--- src/rtl/arith_pkg.sv ---
// Shared arithmetic-library types: serial adder FSM states and counter sizing.
package arith_pkg;

   typedef enum logic [1:0] {
      IDLE = 2'd0,
      RUN  = 2'd1,
      DONE = 2'd2
   } serial_add_state_t;

   // Bit-counter width for a WIDTH-bit serial operation (CNT_W = $clog2(WIDTH)).
   function automatic int cnt_width(input int width);
      return $clog2(width);
   endfunction

endpackage

--- src/rtl/full_adder_cell.sv ---
// Single-bit full adder used by the bit-serial datapath.
module full_adder_cell (
   input  logic a_i,
   input  logic b_i,
   input  logic c_i,
   output logic sum_o,
   output logic carry_o
);

   assign sum_o   = a_i ^ b_i ^ c_i;
   assign carry_o = (a_i & b_i) | (a_i & c_i) | (b_i & c_i);

endmodule

--- src/rtl/serial_adder.sv ---
// Bit-serial adder: one full-adder cell, LSB first, parallel load and parallel result
// with a one-cycle done strobe.
module serial_adder
   import arith_pkg::*;
#(
   parameter int WIDTH = 8
) (
   input  logic             clk,
   input  logic             rst_n,
   input  logic             start,
   input  logic [WIDTH-1:0] a,
   input  logic [WIDTH-1:0] b,
   input  logic             cin,
   output logic             busy,
   output logic             done,
   output logic [WIDTH-1:0] sum,
   output logic             cout,
   output logic             ovf
);

   localparam int CNT_W = cnt_width(WIDTH);
   localparam logic [CNT_W-1:0] LAST_BIT = CNT_W'(WIDTH - 1);

   serial_add_state_t state_q;
   logic [WIDTH-1:0]  sa_q, sb_q, ss_q, sum_q;
   logic [WIDTH-1:0]  sa_d, sb_d, ss_d;
   logic [CNT_W-1:0]  cnt_q, cnt_d;
   logic              carry_q, busy_q, done_q, cout_q, ovf_q;
   logic              cell_sum_s, cell_carry_s;

   full_adder_cell u_cell (
      .a_i     (sa_q[0]),
      .b_i     (sb_q[0]),
      .c_i     (carry_q),
      .sum_o   (cell_sum_s),
      .carry_o (cell_carry_s)
   );

   always_comb begin
      sa_d  = sa_q >> 1;
      sb_d  = sb_q >> 1;
      ss_d  = {cell_sum_s, ss_q[WIDTH-1:1]};
      cnt_d = cnt_q + CNT_W'(1);
   end

   always_ff @(posedge clk) begin
      if (!rst_n) begin
         state_q <= IDLE;
         sa_q    <= '0;
         sb_q    <= '0;
         ss_q    <= '0;
         sum_q   <= '0;
         cnt_q   <= '0;
         carry_q <= 1'b0;
         busy_q  <= 1'b0;
         done_q  <= 1'b0;
         cout_q  <= 1'b0;
         ovf_q   <= 1'b0;
      end else begin
         case (state_q)
            IDLE, DONE: begin
               done_q <= 1'b0;
               if (start) begin
                  sa_q    <= a;
                  sb_q    <= b;
                  carry_q <= cin;
                  ss_q    <= '0;
                  cnt_q   <= '0;
                  busy_q  <= 1'b1;
                  state_q <= RUN;
               end else begin
                  busy_q  <= 1'b0;
                  state_q <= IDLE;
               end
            end
            RUN: begin
               sa_q    <= sa_d;
               sb_q    <= sb_d;
               ss_q    <= ss_d;
               carry_q <= cell_carry_s;
               cnt_q   <= cnt_d;
               // On the MSB cycle carry_q is the carry into the MSB, so ovf is its XOR with cout.
               if (cnt_q == LAST_BIT) begin
                  sum_q   <= ss_d;
                  cout_q  <= cell_carry_s;
                  ovf_q   <= carry_q ^ cell_carry_s;
                  busy_q  <= 1'b0;
                  done_q  <= 1'b1;
                  state_q <= DONE;
               end else begin
                  busy_q  <= 1'b1;
                  done_q  <= 1'b0;
                  state_q <= RUN;
               end
            end
            default: begin
               busy_q  <= 1'b0;
               done_q  <= 1'b0;
               state_q <= IDLE;
            end
         endcase
      end
   end

   assign busy = busy_q;
   assign done = done_q;
   assign sum  = sum_q;
   assign cout = cout_q;
   assign ovf  = ovf_q;

endmodule

--- config.mk ---
export PLATFORM = sky130hd
export DESIGN_NAME = serial_adder
export DESIGN_NICKNAME = d
export VERILOG_FILES = /design/src/rtl/arith_pkg.sv /design/src/rtl/full_adder_cell.sv /design/src/rtl/serial_adder.sv
export SDC_FILE = /design/constraint.sdc
export NUM_CORES = 1
export LEC_CHECK = 0
export CAP_MARGIN = 40
export CORE_MARGIN = 2
export CORE_UTILIZATION = 48
export CTS_BUF_LIST = sky130_fd_sc_hd__clkbuf_4
export DETAILED_ROUTE_END_ITERATION = 8
export PLACE_DENSITY = 0.81
export SLEW_MARGIN = 20
export SYNTH_ARGS = -nofsm -noshare
export SYNTH_HDL_FRONTEND = slang
export SYNTH_SLANG_ARGS = --single-unit
--- constraint.sdc ---
create_clock -name clk -period 1.25 [get_ports clk]
set_input_delay 0.25 -clock clk [delete_from_list [all_inputs] [get_ports clk]]
set_output_delay 0.25 -clock clk [all_outputs]
set_load 0.05 [all_outputs]
Yosys cells after proc, flatten, opt, wreduce, memory -nomap -nowiden --
Cells that the tools add are included.
Word-level totals: memories 0, memory bits (writable) 0, bits of input ports 20, ROM bits 0, latch bits 0, logic and storage cells 47, output and inout bits 12, register bits after elaboration 42
Cells by class: add/sub/neg operators 1, bitwise logic cells 8, multiply operators 0, mux-type cells 17, equality and inequality tests 4, reductions and logical operators 6, $lt $le $gt $ge 0, shift-type cells 0, divide/modulo/power cells 0
Operators with widths (count):
- $pmux W8 S2 | 3
- $mux W8 | 3
- $pmux W3 S2 | 1
- $reduce_and A2 Y1 | 3
- $mux W1 | 5
- $pmux W1 S2 | 2
- $pmux W2 S2 | 1
- $add A3 B1 Y3 const B | 1
- $and A1 B1 Y1 | 3
- $eq A3 B3 Y1 const B | 1
- $mux W3 | 1
- $xor A1 B1 Y1 | 3
- $eq A2 B1 Y1 const B | 1
- $eq A2 B2 Y1 const B | 1
- $logic_not A2 Y1 | 1
- $mux W2 | 1
- $ne A2 B2 Y1 const B | 1
- $or A1 B1 Y1 | 2
- $reduce_bool A2 Y1 | 1
- $reduce_or A2 Y1 | 1

Longest topological paths before layout --
depth after elaboration 4, mapped depth 6, depth with buffers taken out 5

Modules after synthesis --
From an unflattened synthesis, not the netlist that was laid out.
Unflattened totals: cell total of the unflattened synthesis 180, area total of the unflattened synthesis 1655.3 µm²
By module, submodules not included:
- serial_adder | seq. area each 800.8 µm², times used 1, area an instance 1635.3 µm², cells each 179
- full_adder_cell | seq. area each 0.0 µm², times used 1, area an instance 20.0 µm², cells each 1

Least setup slack after synthesis --
Ideal clock, no wire load.
kind register -> register, from register state_q[0], to register carry_q, required time 1.133 ns, buffers on the path 2, setup time 0.117 ns, stages on the path, launching flop included 6, arrival time 1.314 ns, clock period less this slack 1.432 ns, slack -0.182 ns, cell sequence dfxtp_1 nand2b_1 buf_2 buf_6 o221ai_2 nor2_1
Between the ends: cells in the longest elaborated chain, start to end 4, elaborated cells on any way between the ends 8, those cells by class 3 x eq/ne; 1 x mux; 4 x reduce/logical
RTL lines:
- start: declaration | RTL line serial_adder.sv:24 | serial_add_state_t state_q;
- start signal: assignment | RTL line serial_adder.sv:48 | state_q <= IDLE;
- start signal: assignment | RTL line serial_adder.sv:70 | state_q <= RUN;
- start signal: assignment | RTL line serial_adder.sv:73 | state_q <= IDLE;
- $eq A2 B2 Y1 / $logic_not A2 Y1 (equally long branches) | RTL line serial_adder.sv:60 | case (state_q)
- $reduce_or A2 Y1 | RTL line serial_adder.sv:60
- $ne A2 B2 Y1 (no line) / $reduce_bool A2 Y1 (equally long branches)
- $reduce_and A2 Y1 (no line)
- end signal: assignment | RTL line serial_adder.sv:66 | carry_q <= cin;
- end signal: assignment | RTL line serial_adder.sv:80 | carry_q <= cell_carry_s;
- end: declaration | RTL line serial_adder.sv:28 | logic carry_q, busy_q, done_q, cout_q, ovf_q;
Parallel ways exist; a longest one is shown, timed or not. A chain may end at the register's enable or synchronous reset.

Final worst setup path --
from register cnt_q[0], to register ovf_q (netlist: ovf)
Between the ends: cells in the longest elaborated chain, start to end 2
RTL lines:
- start: declaration | RTL line serial_adder.sv:27 | logic [CNT_W-1:0] cnt_q, cnt_d;
- start signal: assignment | RTL line serial_adder.sv:81 | cnt_q <= cnt_d;
- $eq A3 B3 Y1 | RTL line serial_adder.sv:83 | if (cnt_q == LAST_BIT) begin
- $reduce_and A2 Y1 (no line)
- end signal: assignment | RTL line serial_adder.sv:86 | ovf_q <= carry_q ^ cell_carry_s;
- end: declaration | RTL line serial_adder.sv:28
No other way between the ends.

==> summary.txt <==
GRT Total Usage: 0.1950
Post-synth net total: 203
Drt pass-1 iters: 5
Syn_area_per_cell: 9.377 um2
# rows: 21
Core area: 3363 um2
Port buffer count: 31
Required @ worst endpoint: 1.50 ns
Adder-cell share of the synthesized area: 0.02669
Final setup viols: 1
Worst setup SP type: flip-flop
H-tree levels: 2
Crit-path max FO: 7
Most common cell on crit path: ha_4
CTS Buf Count: 5
Worst min path class: flip-flop to flip-flop
PwrDens: 1129 nW/um2
IO Pins: 32
Crit path max-delay cell type: dfxtp_2
Post-synth cell types: 25
Gp weighted congestion: 0.7238
Iteration-0 DRC Markers: 73
Critical path's largest stage delay: 0.36 ns
Mapped Cells: 180
Failing checks: negative setup slack
Initial antenna violation count: 0
Die ar.: 4007 um2
Fin crit period: 1.269 ns
Period utilization: 1.016
Diode count: 0
Filler cells: 257
CTS tree: done
Post-synthesis sequential area ratio: 0.4744
WL final: 3595 um
RSZ-0062 raised after global routing: yes
Clock Pin Slew Worst Setup and Hold Paths: 0.11 ns
WS Path Type: flip-flop to flip-flop
CP Capture Type: flip-flop
Synth Warn #: 0
R2R cell count: 4
Root Buffer Master: clkbuf_4
Hold Vio Cnt, Final: 0
XOR/XNOR share of the synthesized area: 0.005189
Vias in the first global route: 1380
Max VDD drop: 0.0007925 V
Setup TNS: -0.01947 ns
WHS: 0.4664 ns
Antenna Nets Post-Route: 0
CTS Buffer Depth: 2
Initial Utilization: 0.5019
Most frequent cells in the layout: dfxtp_1 (35), nand2_1 (30), clkdlybuf4s50_1 (19), nor2_1 (16), nor3_1 (15)
Largest family of logic cells by synthesized area: simple AND/OR/NAND/NOR gates
Area after DPL: 2223 um2
Layout area overhead: 39.44%
Lkg Pwr: 0.8453 nW
Max-slew violations: 0
Clk_lat worst skew: 0.36 ns
Largest net degree at the start of global routing: 41
Worst-Margin Slew: 0.2011 ns
Post-route setup slack: -0.01947 ns
Crit path cell chain: ha_4 -> ha_4 -> and3b_2 -> o211a_1
Power Total: 2.658 mW
Rel. slew slack: 0.8659
Layout Skew: 0.009147 ns
Yosys reg bits: 40
Max Fclk: 787.7 MHz
Layout cell share with drive strength beyond 1: 0.2581
DRC viols: 0
Via density: 5.483
Most common cell after layout, fill and taps aside: dfxtp_1
Hpwl dp: 2496 um
Max-Cap Viols: 0
Nets: 239
FF+latch area: 809.5 um2
Vias: 1442
Mux cell area share after synthesis: 0
Data arrival, critical path: 1.52 ns
Total gr overflow: 0
Design area: 2354 um2
Simple-Gate Fraction of Synth Area: 0.2187
Hold_buf cts: 0
CTS Sinks: 40
Synthesized area: 1688 um2
Compound-cell area share of the yosys netlist: 0.2172
Die H: 63.30 um
Status: complete, but fails checks
Die width: 63.30 um
Hold Crit Depth: 2
WL/cell: 13.67 um
First-pass GRT wire length: 6023 um
Multi-input logic area: 845.8 um2
Dpl ws: -0.2875 ns
-- through the flow --
stage / cells / utilization
2_1_floorplan: 180 / -
3_3_place_gp: 253 / 0.6611
3_5_place_dp: 253 / 0.6611
4_1_cts: 263 / 0.6912
5_1_grt: 263 / 0.6998
6_report: 263 / 0.6998
-- per-layer routing --
metal  GRT usage  vias to the layer above  share of wire
li1            -                      708              -
met1      0.2036                      674           0.38
met2      0.3697                       53           0.54
met3     0.05536                        7          0.064
met4     0.06793                        0          0.017
met5           0                        -              0
-- cell type report --
type,count,area share
Timing Repair Buffer,44,0.2382
Sequential cell,40,0.3440
Tap cell,46,0.02446
Clock buffer,6,0.01914
Clock inverter,2,0.01489
Multi-Input combinational cell,125,0.3594
-- sequential cells by signal, summed over array words and instances (netlist names) --
name,flops
carry_q,1
cnt_q,3
cout,1
done,1
ovf,1
sa_q,8
sb_q,8
ss_q,7
state_q,2
sum,8
-- where the power goes --
part           switching [mW]  internal, mW  total, mW
combinational           0.195         0.221      0.416
clock                   0.407         0.441      0.848
sequential             0.0539          1.34       1.39
-- worst paths after layout --
| kind | start | to | slack (ns) |
|---|---|---|---|
| hold / removal | ss_q[1] | sum[0] | 0.47 |
| hold reg to reg | ss_q[1] | sum[0] | 0.47 |
| setup / recovery | cnt_q[0] | ovf | -0.02 |
| setup reg to reg | cnt_q[0] | ovf | -0.02 |
-- Yosys cell counts (all sizes together) --
cell type,n,area (um2)
nand2,30,112.6
ha,2,25.02
a21boi,20,150.1
nand3,11,55.05
dfxtp,40,800.8
nand2b,2,12.51
and3b,1,8.760
nand3b,1,7.510
and2,3,18.77
o221ai,15,193.9
and3,1,6.260
o21ai,1,5.000
buf,13,86.33
nor3,15,75.07
xnor2,1,8.760
nor2b,2,12.51
nor2,16,60.06
fa,1,20.02
clkbuf,3,11.26
o211a,1,10.01
o21a,1,7.510
-- logic make-up after synthesis --
kind of cell	count (synthesis)
DFF	40
AOI/OAI and AO/OA	38
adders and majority gates	3
buffers and inverters	16
xor gates and xnor gates	1
and+or+nand+nor	82
-- worst max-delay path: cells and delay by family (launching register included) --
family	cells	cell delay, ns
and+or+nand+nor	1	0.26
adders and majority gates	2	0.32
DFF	1	0.36
AOI/OAI and AO/OA	1	0.22
-- what timing repair did --
action                     CTS  global route
pin swaps                    1             1
resized for setup            2            11
setup endpoints to repair    9            18
cloned                       1             0
setup buffers                1             0
(Power assumes the default switching activity.)
